==> src/rtl/keypad_scanner.sv <==
// 4x4 keypad column scanner with press/release debounce.
// Drives columns one-hot, synchronizes the row lines and emits one {row, col}
// one-hot pair per debounced press. Define KEYPAD_REPEAT_EN to add auto-repeat
// pulses while a key stays held.
module keypad_scanner #(
  parameter int unsigned SCAN_DIV        = 4800,
  parameter int unsigned DEBOUNCE_CYCLES = 240000,
  parameter int unsigned REPEAT_CYCLES   = 24000000
) (
  input  logic       clk,
  input  logic       reset_n,
  input  logic [3:0] rows,
  output logic [3:0] cols,
  output logic [3:0] key_rows,
  output logic [3:0] key_cols,
  output logic       key_valid,
  output logic       key_held
);

  localparam int unsigned CntMax = (SCAN_DIV > DEBOUNCE_CYCLES) ? SCAN_DIV : DEBOUNCE_CYCLES;
  localparam int unsigned CntW   = $clog2(CntMax);

  typedef logic [CntW-1:0] cnt_t;

  localparam cnt_t ScanLast = cnt_t'(SCAN_DIV - 1);
  localparam cnt_t DebLast  = cnt_t'(DEBOUNCE_CYCLES - 1);

  typedef enum logic [1:0] {
    StScan,
    StDebounce,
    StHeld,
    StRelease
  } state_e;

  state_e     state_q, state_d;
  cnt_t       cnt_q, cnt_d;
  logic [3:0] rows_m, rows_s;
  logic [3:0] cols_q, cols_d;
  logic [3:0] cand_row_q, cand_row_d;
  logic [3:0] cand_col_q, cand_col_d;
  logic [3:0] key_rows_q, key_rows_d;
  logic [3:0] key_cols_q, key_cols_d;
  logic       key_valid_q, key_held_q;
  logic       valid_d, held_d;
  logic       rep_pulse;
  logic [3:0] cols_next;
  logic       rows_onehot;
  logic       row_hit;

  assign cols_next   = {cols_q[2:0], cols_q[3]};
  assign rows_onehot = (rows_s != 4'd0) && ((rows_s & (rows_s - 4'd1)) == 4'd0);
  // Only the accepted row is watched once held, so a second key is ignored.
  assign row_hit     = |(rows_s & cand_row_q);

  // Two-flop synchronizer for the asynchronous row lines.
  always_ff @(posedge clk or negedge reset_n) begin
    if (!reset_n) begin
      rows_m <= 4'd0;
      rows_s <= 4'd0;
    end else begin
      rows_m <= rows;
      rows_s <= rows_m;
    end
  end

  // Next-state, counter and output computation for the scan/debounce FSM.
  always_comb begin
    state_d    = state_q;
    cnt_d      = cnt_q;
    cols_d     = cols_q;
    cand_row_d = cand_row_q;
    cand_col_d = cand_col_q;
    key_rows_d = key_rows_q;
    key_cols_d = key_cols_q;
    valid_d    = 1'b0;
    unique case (state_q)
      StScan: begin
        if (cnt_q == ScanLast) begin
          cnt_d = '0;
          if (rows_onehot) begin
            // Freeze the column on a single-row hit and start debouncing it.
            cand_row_d = rows_s;
            cand_col_d = cols_q;
            state_d    = StDebounce;
          end else begin
            cols_d = cols_next;
          end
        end else begin
          cnt_d = cnt_q + cnt_t'(1);
        end
      end
      StDebounce: begin
        if (rows_s == cand_row_q) begin
          if (cnt_q == DebLast) begin
            state_d    = StHeld;
            cnt_d      = '0;
            key_rows_d = cand_row_q;
            key_cols_d = cand_col_q;
            valid_d    = 1'b1;
          end else begin
            cnt_d = cnt_q + cnt_t'(1);
          end
        end else begin
          state_d = StScan;
          cnt_d   = '0;
          cols_d  = cols_next;
        end
      end
      StHeld: begin
        if (!row_hit) begin
          state_d = StRelease;
          cnt_d   = '0;
        end
      end
      StRelease: begin
        if (row_hit) begin
          state_d = StHeld;
          cnt_d   = '0;
        end else if (cnt_q == DebLast) begin
          state_d = StScan;
          cnt_d   = '0;
          cols_d  = cols_next;
        end else begin
          cnt_d = cnt_q + cnt_t'(1);
        end
      end
      default: begin
        state_d = StScan;
        cnt_d   = '0;
      end
    endcase
    held_d = (state_d == StHeld) || (state_d == StRelease);
  end

`ifdef KEYPAD_REPEAT_EN
  localparam int unsigned RepW = $clog2(REPEAT_CYCLES);

  typedef logic [RepW-1:0] rep_t;

  localparam rep_t RepLast = rep_t'(REPEAT_CYCLES - 1);

  rep_t rep_q, rep_d;
  logic hold_now, hold_next;

  assign hold_now  = (state_q == StHeld) || (state_q == StRelease);
  assign hold_next = held_d;

  // Repeat timer runs across HELD/RELEASE bounces and clears on leaving to SCAN.
  always_comb begin
    rep_d     = '0;
    rep_pulse = 1'b0;
    if (hold_now && hold_next) begin
      if (rep_q == RepLast) begin
        rep_pulse = 1'b1;
      end else begin
        rep_d = rep_q + rep_t'(1);
      end
    end
  end

  // Repeat counter register.
  always_ff @(posedge clk or negedge reset_n) begin
    if (!reset_n) begin
      rep_q <= '0;
    end else begin
      rep_q <= rep_d;
    end
  end
`else
  // Repeat period is meaningless without the repeat feature.
  logic unused_repeat;
  assign unused_repeat = ^REPEAT_CYCLES;
  assign rep_pulse     = 1'b0;
`endif

  // FSM state and registered outputs.
  always_ff @(posedge clk or negedge reset_n) begin
    if (!reset_n) begin
      state_q     <= StScan;
      cnt_q       <= '0;
      cols_q      <= 4'b0001;
      cand_row_q  <= 4'd0;
      cand_col_q  <= 4'd0;
      key_rows_q  <= 4'd0;
      key_cols_q  <= 4'd0;
      key_valid_q <= 1'b0;
      key_held_q  <= 1'b0;
    end else begin
      state_q     <= state_d;
      cnt_q       <= cnt_d;
      cols_q      <= cols_d;
      cand_row_q  <= cand_row_d;
      cand_col_q  <= cand_col_d;
      key_rows_q  <= key_rows_d;
      key_cols_q  <= key_cols_d;
      key_valid_q <= valid_d | rep_pulse;
      key_held_q  <= held_d;
    end
  end

  assign cols      = cols_q;
  assign key_rows  = key_rows_q;
  assign key_cols  = key_cols_q;
  assign key_valid = key_valid_q;
  assign key_held  = key_held_q;

endmodule

==> config.mk <==
export PLATFORM = sky130hd
export DESIGN_NAME = keypad_scanner
export DESIGN_NICKNAME = d
export VERILOG_FILES = /design/src/rtl/keypad_scanner.sv
export SDC_FILE = /design/constraint.sdc
export NUM_CORES = 1
export LEC_CHECK = 0
export CAP_MARGIN = 0
export CORE_UTILIZATION = 52
export CTS_CLUSTER_DIAMETER = 30
export DETAILED_ROUTE_END_ITERATION = 7
export PLACE_DENSITY = 0.79
export SLEW_MARGIN = 10
export SYNTH_ARGS = -nofsm -noshare
export SYNTH_HDL_FRONTEND = slang
export SYNTH_SLANG_ARGS = --single-unit
export TNS_END_PERCENT = 5
==> constraint.sdc <==
create_clock -name clk -period 2.3 [get_ports clk]
set_input_delay 0.46 -clock clk [delete_from_list [all_inputs] [get_ports clk]]
set_output_delay 0.46 -clock clk [all_outputs]
set_load 0.005 [all_outputs]
==> results of run 1 <==
per-stage QoR:
stage | util | hold WS, ns | setup WS (ns)
2_1_floorplan | - | 0.164 | 0.0711
3_3_place_gp | 0.618 | 0.332 | 0.134
3_5_place_dp | 0.618 | 0.341 | 0.0630
4_1_cts | 0.641 | 0.273 | 0.0433
5_1_grt | 0.647 | 0.302 | 0.0189
6_report | 0.647 | 0.246 | 0.157
repair_timing:
item	in CTS	in global routing
endpoints found under the hold margin	0	0
buffers inserted	0	1
endpoints found under the setup margin	0	9
resized for setup	0	4
routing by layer:
| metal | wire length, um | up-vias | track usage |
|---|---|---|---|
| li1 | - | 876 | - |
| met2 | 2440 | 67 | 0.345 |
| met5 | 0 | - | 0 |
| met4 | 57 | 0 | 0.0689 |
| met1 | 2150 | 902 | 0.287 |
| met3 | 281 | 7 | 0.0385 |
sequential cells by signal, summed over array words and instances (netlist names), 2 cells and up:
name,flops
key_cols,4
cols,4
cand_col_q,4
cnt_q,18
state_q,2
cand_row_q,4
key_rows,4
rows_m,4
rows_s,4
kinds of logic after synthesis:
family | count (synthesis) | synth area share
simple gates | 86 | 0.214
flops | 50 | 0.506
compound gates | 39 | 0.107
mux | 20 | 0.0910
buf+inv | 19 | 0.0389
xor+xnor | 5 | 0.0177
fa+ha+maj | 5 | 0.0253
layout make-up:
cell class              instances  area share
well taps                      52      0.0225
flip-flops and latches         50       0.433
inverters                       8      0.0104
repair buffers                 31       0.104
clock inverters                 2     0.00605
clock buffers                   6      0.0285
multi-input cells             155       0.396
layout by cell type (no fill, tap or decap), types with 2 or more instances in the layout:
cell type	netlist	layout
nor4b_1	2	2
nor2b_1	3	3
mux2_2	20	20
a22oi_1	2	2
a21oi_1	4	4
nor2_1	13	13
clkinv_4	0	2
nand4_1	7	7
ha_1	5	5
nand2_1	19	19
dfrtp_1	49	49
o31ai_2	2	2
and2_1	5	5
nor4_1	5	5
buf_12	0	2
nor4_4	2	3
xnor2_1	4	4
o22ai_1	7	7
o211ai_1	5	5
nor3_1	5	5
clkbuf_8	0	6
or2_2	3	3
o31ai_1	2	2
nand3_1	6	6
inv_1	8	8
o21ai_0	11	11
clkdlybuf4s50_1	0	18
buf_4	1	10
power groups by stage:
stage	logic, mW	registers, mW	clock network [mW]
2_1_floorplan	0.00686	0.907	0
3_3_place_gp	0.0384	0.906	0
3_5_place_dp	0.0394	0.907	0
4_1_cts	0.0397	0.890	0.567
5_1_grt	0.0439	0.891	0.600
6_report	0.0377	0.890	0.551
worst max-delay path, stage by stage (launching register included):
cell and delay [ns]:
dfrtp_1 0.42, ha_1 0.23, nor4_4 0.38, nand2_1 0.11, o31ai_2 0.28, nand4_1 0.15, buf_4 0.20, mux2_2 0.27
worst max path at each step:
| stage | to | cells after the start | slack (ns) |
|---|---|---|---|
| after floorplan | key_cols[0] | 5 | 0.07 |
| after global placement | cols[1] | 6 | 0.13 |
| after detailed placement | cnt_q[8] | 7 | 0.06 |
| after global routing | cnt_q[17] | 8 | 0.02 |
| final | cols[1] | 7 | 0.16 |
| after CTS | cnt_q[8] | 7 | 0.04 |
==> flow_metrics.tcl, run 1 <==
set metrics [dict create \
    status "complete, no violations" \
    worstMarginPinSlew_ns 0.654 \
    viasPerCell 6.09 \
    avgSynthCellArea_um2 11.0 \
    syn2layout_area_growth_pct 17.0 \
    routed_wl_um 4930 \
    grt_max_degree 51 \
    regToRegSetupSlack_ns 0.16 \
    async_reset_ff_frac 1.00 \
    clock.fmax_ghz 0.467 \
    p_clk_frac 0.373 \
    pwr-share-comb 0.026 \
    fill_cells 323 \
    die_y_um 71.0 \
    layout.nets 262 \
    numCtsBuffers 5 \
    dp_hpwl_um 3340 \
    hold_path_class "primary input to asynchronous set/reset pin" \
    yosys-top-cells-count "dfrtp_1 (49), mux2_2 (20), nand2_1 (19)" \
    max_cap_viol_count 0 \
    die_w_um 71.0 \
    syn_inst 224 \
    port-buffer-count 19 \
    final_hold_viol_count 0 \
    rsz0062_at_grt "no" \
    drc_errors 0 \
    synth.ff_latch_count 50 \
    sw_frac_of_total 0.224 \
    path_max_fanout 5 \
    synth.distinct_cells 51 \
    drive_gt1_frac 0.230 \
    seqCellArea_mm2 0.00125 \
    reg2reg_depth 7 \
    yosysMostFrequentCell "dfrtp_1" \
    path_class "flop to flop" \
    grtUsageTotal 0.211 \
    reg2reg_from "rows_s[3]" \
    dpl_cell_area_mm2 0.00277 \
    max_slew_margin 0.562 \
    cts_buffer_depth 2 \
    start_kind "flop" \
    core_area_mm2 0.00447 \
    fin_crit_ns 2.14 \
    grt_pass1_wl_um 8340 \
    maxSlewViolCount 0 \
    p_int_mw 1.15 \
    syn_area_mm2 0.00247 \
    num_rows 24 \
    insertion_delay_ns 0.30 \
    vdd_drop_max_mv 0.402 \
    cp.arrival_ns 2.34 \
    vias 1852 \
    final.setup.tns_ns 0 \
    yosys_warnings 0 \
    power_density_mw_per_mm2 510 \
    clk_pin_slew_worst_paths_ns 0.09 \
    power_mw 1.48 \
    start_util 0.553 \
    reg2reg_to "cols[1]" \
    synth_seq_area_share 0.506 \
    cts_tree "built" \
    syn_nets 235 \
    startpoint "rows_s[3]" \
    cts_num_sinks 50 \
    drt_iter0_markers 198 \
    clockRootBuffer "clkbuf_8" \
    first_pass_iters 4 \
    yosysTopAreaCell "dfrtp_1" \
    multiInputGateArea_mm2 0.00115 \
    design_area_mm2 0.00290 \
    power_leakage_nw 1.25 \
    placedCellCount 295 \
    io_pins 20 \
    antenna_found_initial 0 \
    place.gp.congestion 0.816 \
    final_cells 304 \
    overflow 0 \
    end_kind "flop" \
    ys.flop_type "dfrtp_1" \
    seq_power_share 0.602 \
    grt_pass1_vias 1775 \
    holdBufCountCts 0 \
    antennaDiodeCount 0 \
    avgRoutedWirePerCell_um 16.2 \
    antenna_left 0 \
    finalSetupViolations 0 \
    synth_edf_count 0 \
    synth_area_leaders "dfrtp_1 (50%), mux2_2 (9.1%), nand2_1 (2.9%)" \
    die_area_mm2 0.00504 \
    p_switching_uw 331 \
    finalCritPeriodShare 0.932 \
    htree_levels 2 \
    netlist.area_leader.share 0.495 \
    clock_skew_ns 0.00291 \
    crit_required_ns 2.50 \
]
(Power assumes the default switching activity.)
==> inputs of run 2 (changes only) <==
- CTS_CLUSTER_DIAMETER: 30 -> 120
- SLEW_MARGIN: 10 -> unset
==> results of run 2 <==
The final DEF is identical to that of run 1; final timing and power are the same.
==> patch 1: new RTL, flow settings as in run 1 <==
Set the parameter `SCAN_DIV` to 9600 (it was 4800).
--- a/src/rtl/keypad_scanner.sv
+++ b/src/rtl/keypad_scanner.sv
@@ -5,3 +5,3 @@
 module keypad_scanner #(
-  parameter int unsigned SCAN_DIV        = 4800,
+  parameter int unsigned SCAN_DIV        = 9600,
   parameter int unsigned DEBOUNCE_CYCLES = 240000,
Behaviour: no difference found for any inputs over 10 cycles, from zero or initial values and one cycle with reset_n low; that may be too few to reach the edited logic, so the function may still have changed.
==> patch 1 against run 1 <==
  * Combinational power is 1% lower
  * Worst setup slack worse by 0.034 ns
  * Count of clock-buffer cells in the layout stayed put
  * Global-route usage is 0.46 points lower
  * Sequential cell count stayed put
  * Synthesized area is 4.3% lower
  * Wire length is 6.6% lower
  * Design area is 4.1% lower
  * Power is 5.1% higher
  * Clock skew is 0.0097 ns higher
  * Largest cell class unchanged
  * Highest routed layer unchanged
==> patch 1: results (changes against run 1) <==
outcome finished clean; DRT iter0 DRCs 112 (-43%); setup slack, reg-to-reg 0.12 ns (-0.03 ns); CP top delay family simple AND/OR/NAND/NOR gates; total global-route track usage 20.7% (-0.46 points); largest cells by area after synthesis dfrtp_1, mux2_2, nand2_1; share of layout cells above drive strength 1 20.5% (-2.5 points); leakage 1.20 nW (-4.4%); DP Cell Count 288 (-2.4%); wire per inst 15.5 um (-4.1%); Clock Skews 0.0127 ns (+0.00974 ns); Mean Syn Cell Area 11.0 um2 (-0.81%); root buf cell clkbuf_8; P_sw 0.000326 W (-1.4%); Critical Path End cnt_q[11]; Clock power frac 40.2% (+2.9 points); Fill cells 334 (+3.4%); async set-reset flop share out of synthesis 100% (unchanged); CP Launch Point rows_s[1]; slowest cell on the critical path dfrtp_1; commonest cells in the synthesized netlist dfrtp_1, nand2_1, mux2_2; crit path DAT 2.39 ns (+0.05 ns); Via density 5.78 (-5.2%); relative slew slack 44.4% (-12 points); DPL Wire Length 3160 um (-5.4%); Syn Nets 227 (-3.4%); Nets 254 (-3.1%); Max IR drop VDD 0.000301 V (-25%); Worst path max stage delay 0.44 ns (+0.02 ns); critical path fanouts, max 8 (+3); Final Non-Filler Cells 296 (-2.6%); Synth cell types 46 (-9.8%); vias in the first global route 1648 (-7.2%); global-route wire length before repair 7810 um (-6.3%); sequential-to-total area share from yosys stat 52.9% (+2.3 points); global placer's final weighted congestion 0.808 (-0.91%)
## patch 1: cell types whose count changed after synthesis, moves of 4 or more
| cell | run 1 | this run |
|---|---|---|
| a21oi_1 | 4 | 8 |
| nand2_1 | 19 | 25 |
| inv_1 | 8 | 4 |
| nor3_1 | 5 | 9 |
| o22ai_1 | 7 | 3 |
| nand3_1 | 6 | 10 |
| nor2_1 | 13 | 9 |
| xnor2_1 | 4 | 8 |
## patch 1: timing repair
action	in CTS	in global routing
buffers inserted	0	0
gates resized for setup	1	1
endpoints found under the setup margin	9	1
## patch 1: cell type report
cell class | instances | area [um2] | area share (%)
tap | 52 | 65.1 | 2.34
multi-input combinational | 154 | 1070 | 38.4
clock buffer | 6 | 72.6 | 2.61
clock inverter | 2 | 38.8 | 1.40
inverter | 4 | 15.0 | 0.541
sequential | 50 | 1250 | 45.1
timing repair buffer | 28 | 265 | 9.55
## patch 1: cells by family after synthesis
family / Yosys count / synth area share (%)
adders and majority gates: 5 / 2.64
and+or+nand+nor: 83 / 19.8
buffers and inverters: 12 / 2.22
AOI/OAI and AO/OA: 38 / 9.99
muxes: 20 / 9.51
DFF: 50 / 52.9
xor gates and xnor gates: 8 / 2.96
## patch 1: worst min-delay path by stage
stage,from,end,cells after the start
finish,reset_n,key_valid,2
floorplan,reset_n,cand_col_q[0],0
detailed placement,rows_m[0],rows_s[0],0
global placement,rows_m[0],rows_s[0],0
global route,reset_n,key_valid,2
CTS,reset_n,key_valid,2
## patch 1: through the flow
| stage | area, um2 | hold WS [ns] | util, % | setup WS [ns] | power, W |
|---|---|---|---|---|---|
| 2_1_floorplan | 2370 | 0.164 | - | 0.305 | 0.000915 |
| 6_report | 2780 | 0.118 | 63.8 | 0.124 | 0.00155 |
| 5_1_grt | 2780 | 0.135 | 63.8 | -0.0292 | 0.00161 |
| 3_5_place_dp | 2660 | 0.335 | 61.1 | -0.0356 | 0.000947 |
| 4_1_cts | 2770 | 0.128 | 63.6 | 0.107 | 0.00157 |
| 3_3_place_gp | 2660 | 0.334 | 61.1 | -0.0333 | 0.000946 |
## patch 1: routing by layer
layer	global-route usage (%)	vias to the layer above	share of wire (%)
met5	0	-	0
met1	29.7	834	47
met2	31.1	46	47
met3	4.36	5	4.2
met4	7.48	0	1.1
li1	-	825	-
## patch 1: power groups by stage
| stage | registers [W] | logic [W] | clock network, W |
|---|---|---|---|
| global route | 0.000892 | 0.0000437 | 0.000670 |
| finish | 0.000891 | 0.0000373 | 0.000625 |
| global placement | 0.000907 | 0.0000381 | 0 |
| CTS | 0.000891 | 0.0000388 | 0.000638 |
| floorplan | 0.000907 | 0.00000809 | 0 |
| detailed placement | 0.000908 | 0.0000388 | 0 |
==> patch 2: new RTL, flow settings as in run 1 <==
Made on the original files. Re-encode `state_e` (4 states) as one-hot, 4 bits wide.
--- a/src/rtl/keypad_scanner.sv
+++ b/src/rtl/keypad_scanner.sv
@@ -27,7 +27,7 @@
 
-  typedef enum logic [1:0] {
-    StScan,
-    StDebounce,
-    StHeld,
-    StRelease
+  typedef enum logic [3:0] {
+    StScan     = 4'b0001,
+    StDebounce = 4'b0010,
+    StHeld     = 4'b0100,
+    StRelease  = 4'b1000
   } state_e;
Function: same outputs for any inputs over 10 cycles, from zero or initial values and one cycle with reset_n low; not proved beyond that.
==> patch 2 against run 1 <==
  * The flow now finishes with violations (setup timing)
  * Worst setup slack got worse by 0.30 ns
  * Wire length increased by 6.3%
  * Sequential cell count increased by 2
  * First-iteration DRC count decreased by 38%
  * Sequential share of layout area decreased by 1.1 points
  * Power increased by 2.8%
  * Utilization increased by 4.4 points
  * Design area increased by 6.9%
  * Sequential power increased by 3.8%
  * Synthesized area about the same
  * Clock power decreased by 1%
  * Largest cell class unchanged
==> patch 2: results (changes against run 1) <==
Logic power comb 0.0000510 W (+35%); outcome finished with violations; DPL Wire Length 3810 um (+14%); Synth cell types 45 (-12%); fraction of cell area in non-clock buffers 15.5% (+5.1 points); leakage 1.52 nW (+21%); setup TNS -1.84 ns (-1.84 ns); sequential share of cell area 42.1% (-1.1 points); first-pass iteration count of the detailed router 6 (+2); Nets 287 (+9.5%); Max IR drop VDD 0.000385 V (-4.2%); Worst path max stage delay 0.51 ns (+0.09 ns); number of non-clock inverters in the layout 6 (-2); largest net degree at the start of global routing 22 (-57%); global placer's final weighted congestion 0.824 (+1.1%); critical path fanouts, max 18 (+13); crit path DAT 2.67 ns (+0.33 ns); clk cell area share 3.11% (-0.34 points); failing checks setup timing; Vias 1894 (+2.3%); Post-Syn Instances 220 (-1.8%); clk_buf instances 5 (-1); WL final 5240 um (+6.3%); sw frac 23.3% (+0.87 points); relative slew slack 69.7% (+14 points); hold_ws 0.0609 ns (-0.185 ns); pre-CTS WS -0.134 ns (-0.197 ns); Pwr Density 491 mW/mm2 (-3.8%); share of layout cells above drive strength 1 28.9% (+5.9 points); commonest cells in the synthesized netlist dfrtp_1, mux2_2, nand2_1; final worst setup slack -0.144 ns (-0.301 ns); Signal buffers 56 (+81%); fraction of area in multi-input gates 36.4% (-3.2 points); Clock net power 0.000545 W (-1%); r2r startpoint rows_s[1]; Final Non-Filler Cells 329 (+8.2%); slowest cell on the critical path or4_4; Fill cells 336 (+4.0%); Clock Skews 0.00758 ns (+0.00467 ns); CP Launch Point rows_s[1]; reg2reg end cnt_q[9]; Final setup viols 20 (+20); flip-flop and latch count 52 (+4.0%); DRT iter0 DRCs 122 (-38%); post-synth top area share 50.6% (+1.0 points); sequential-to-total area share from yosys stat 52.7% (+2.1 points); largest cells by area after synthesis dfrtp_1, mux2_2, a21oi_1
-- patch 2: cell count changes in the layout (fill, tap and decap cells not counted), sizes merged, moves of 7 or more --
cell,before,now
o22ai,7,0
nand4,8,1
a21oi,4,13
a31oi,1,9
buf,13,38
-- patch 2: per-layer routing --
| layer | part of all wire, % | vias up | wire [um] | track usage (%) |
|---|---|---|---|---|
| met5 | 0 | - | 0 | 0 |
| met1 | 45 | 929 | 2350 | 30.8 |
| met3 | 3.2 | 5 | 170 | 4.84 |
| li1 | - | 921 | - | - |
| met4 | 1.1 | 0 | 55 | 6.89 |
| met2 | 51 | 39 | 2660 | 38.1 |
-- patch 2: cell families (layout without fill, tap and decap cells) --
group | Yosys count | after routing | synth area share [%]
fa+ha+maj | 5 | 5 | 2.53
simple gates | 81 | 81 | 19.5
flops | 52 | 52 | 52.7
mux | 20 | 20 | 9.10
compound gates | 46 | 46 | 11.9
xor+xnor | 3 | 3 | 1.06
buf+inv | 13 | 70 | 3.19
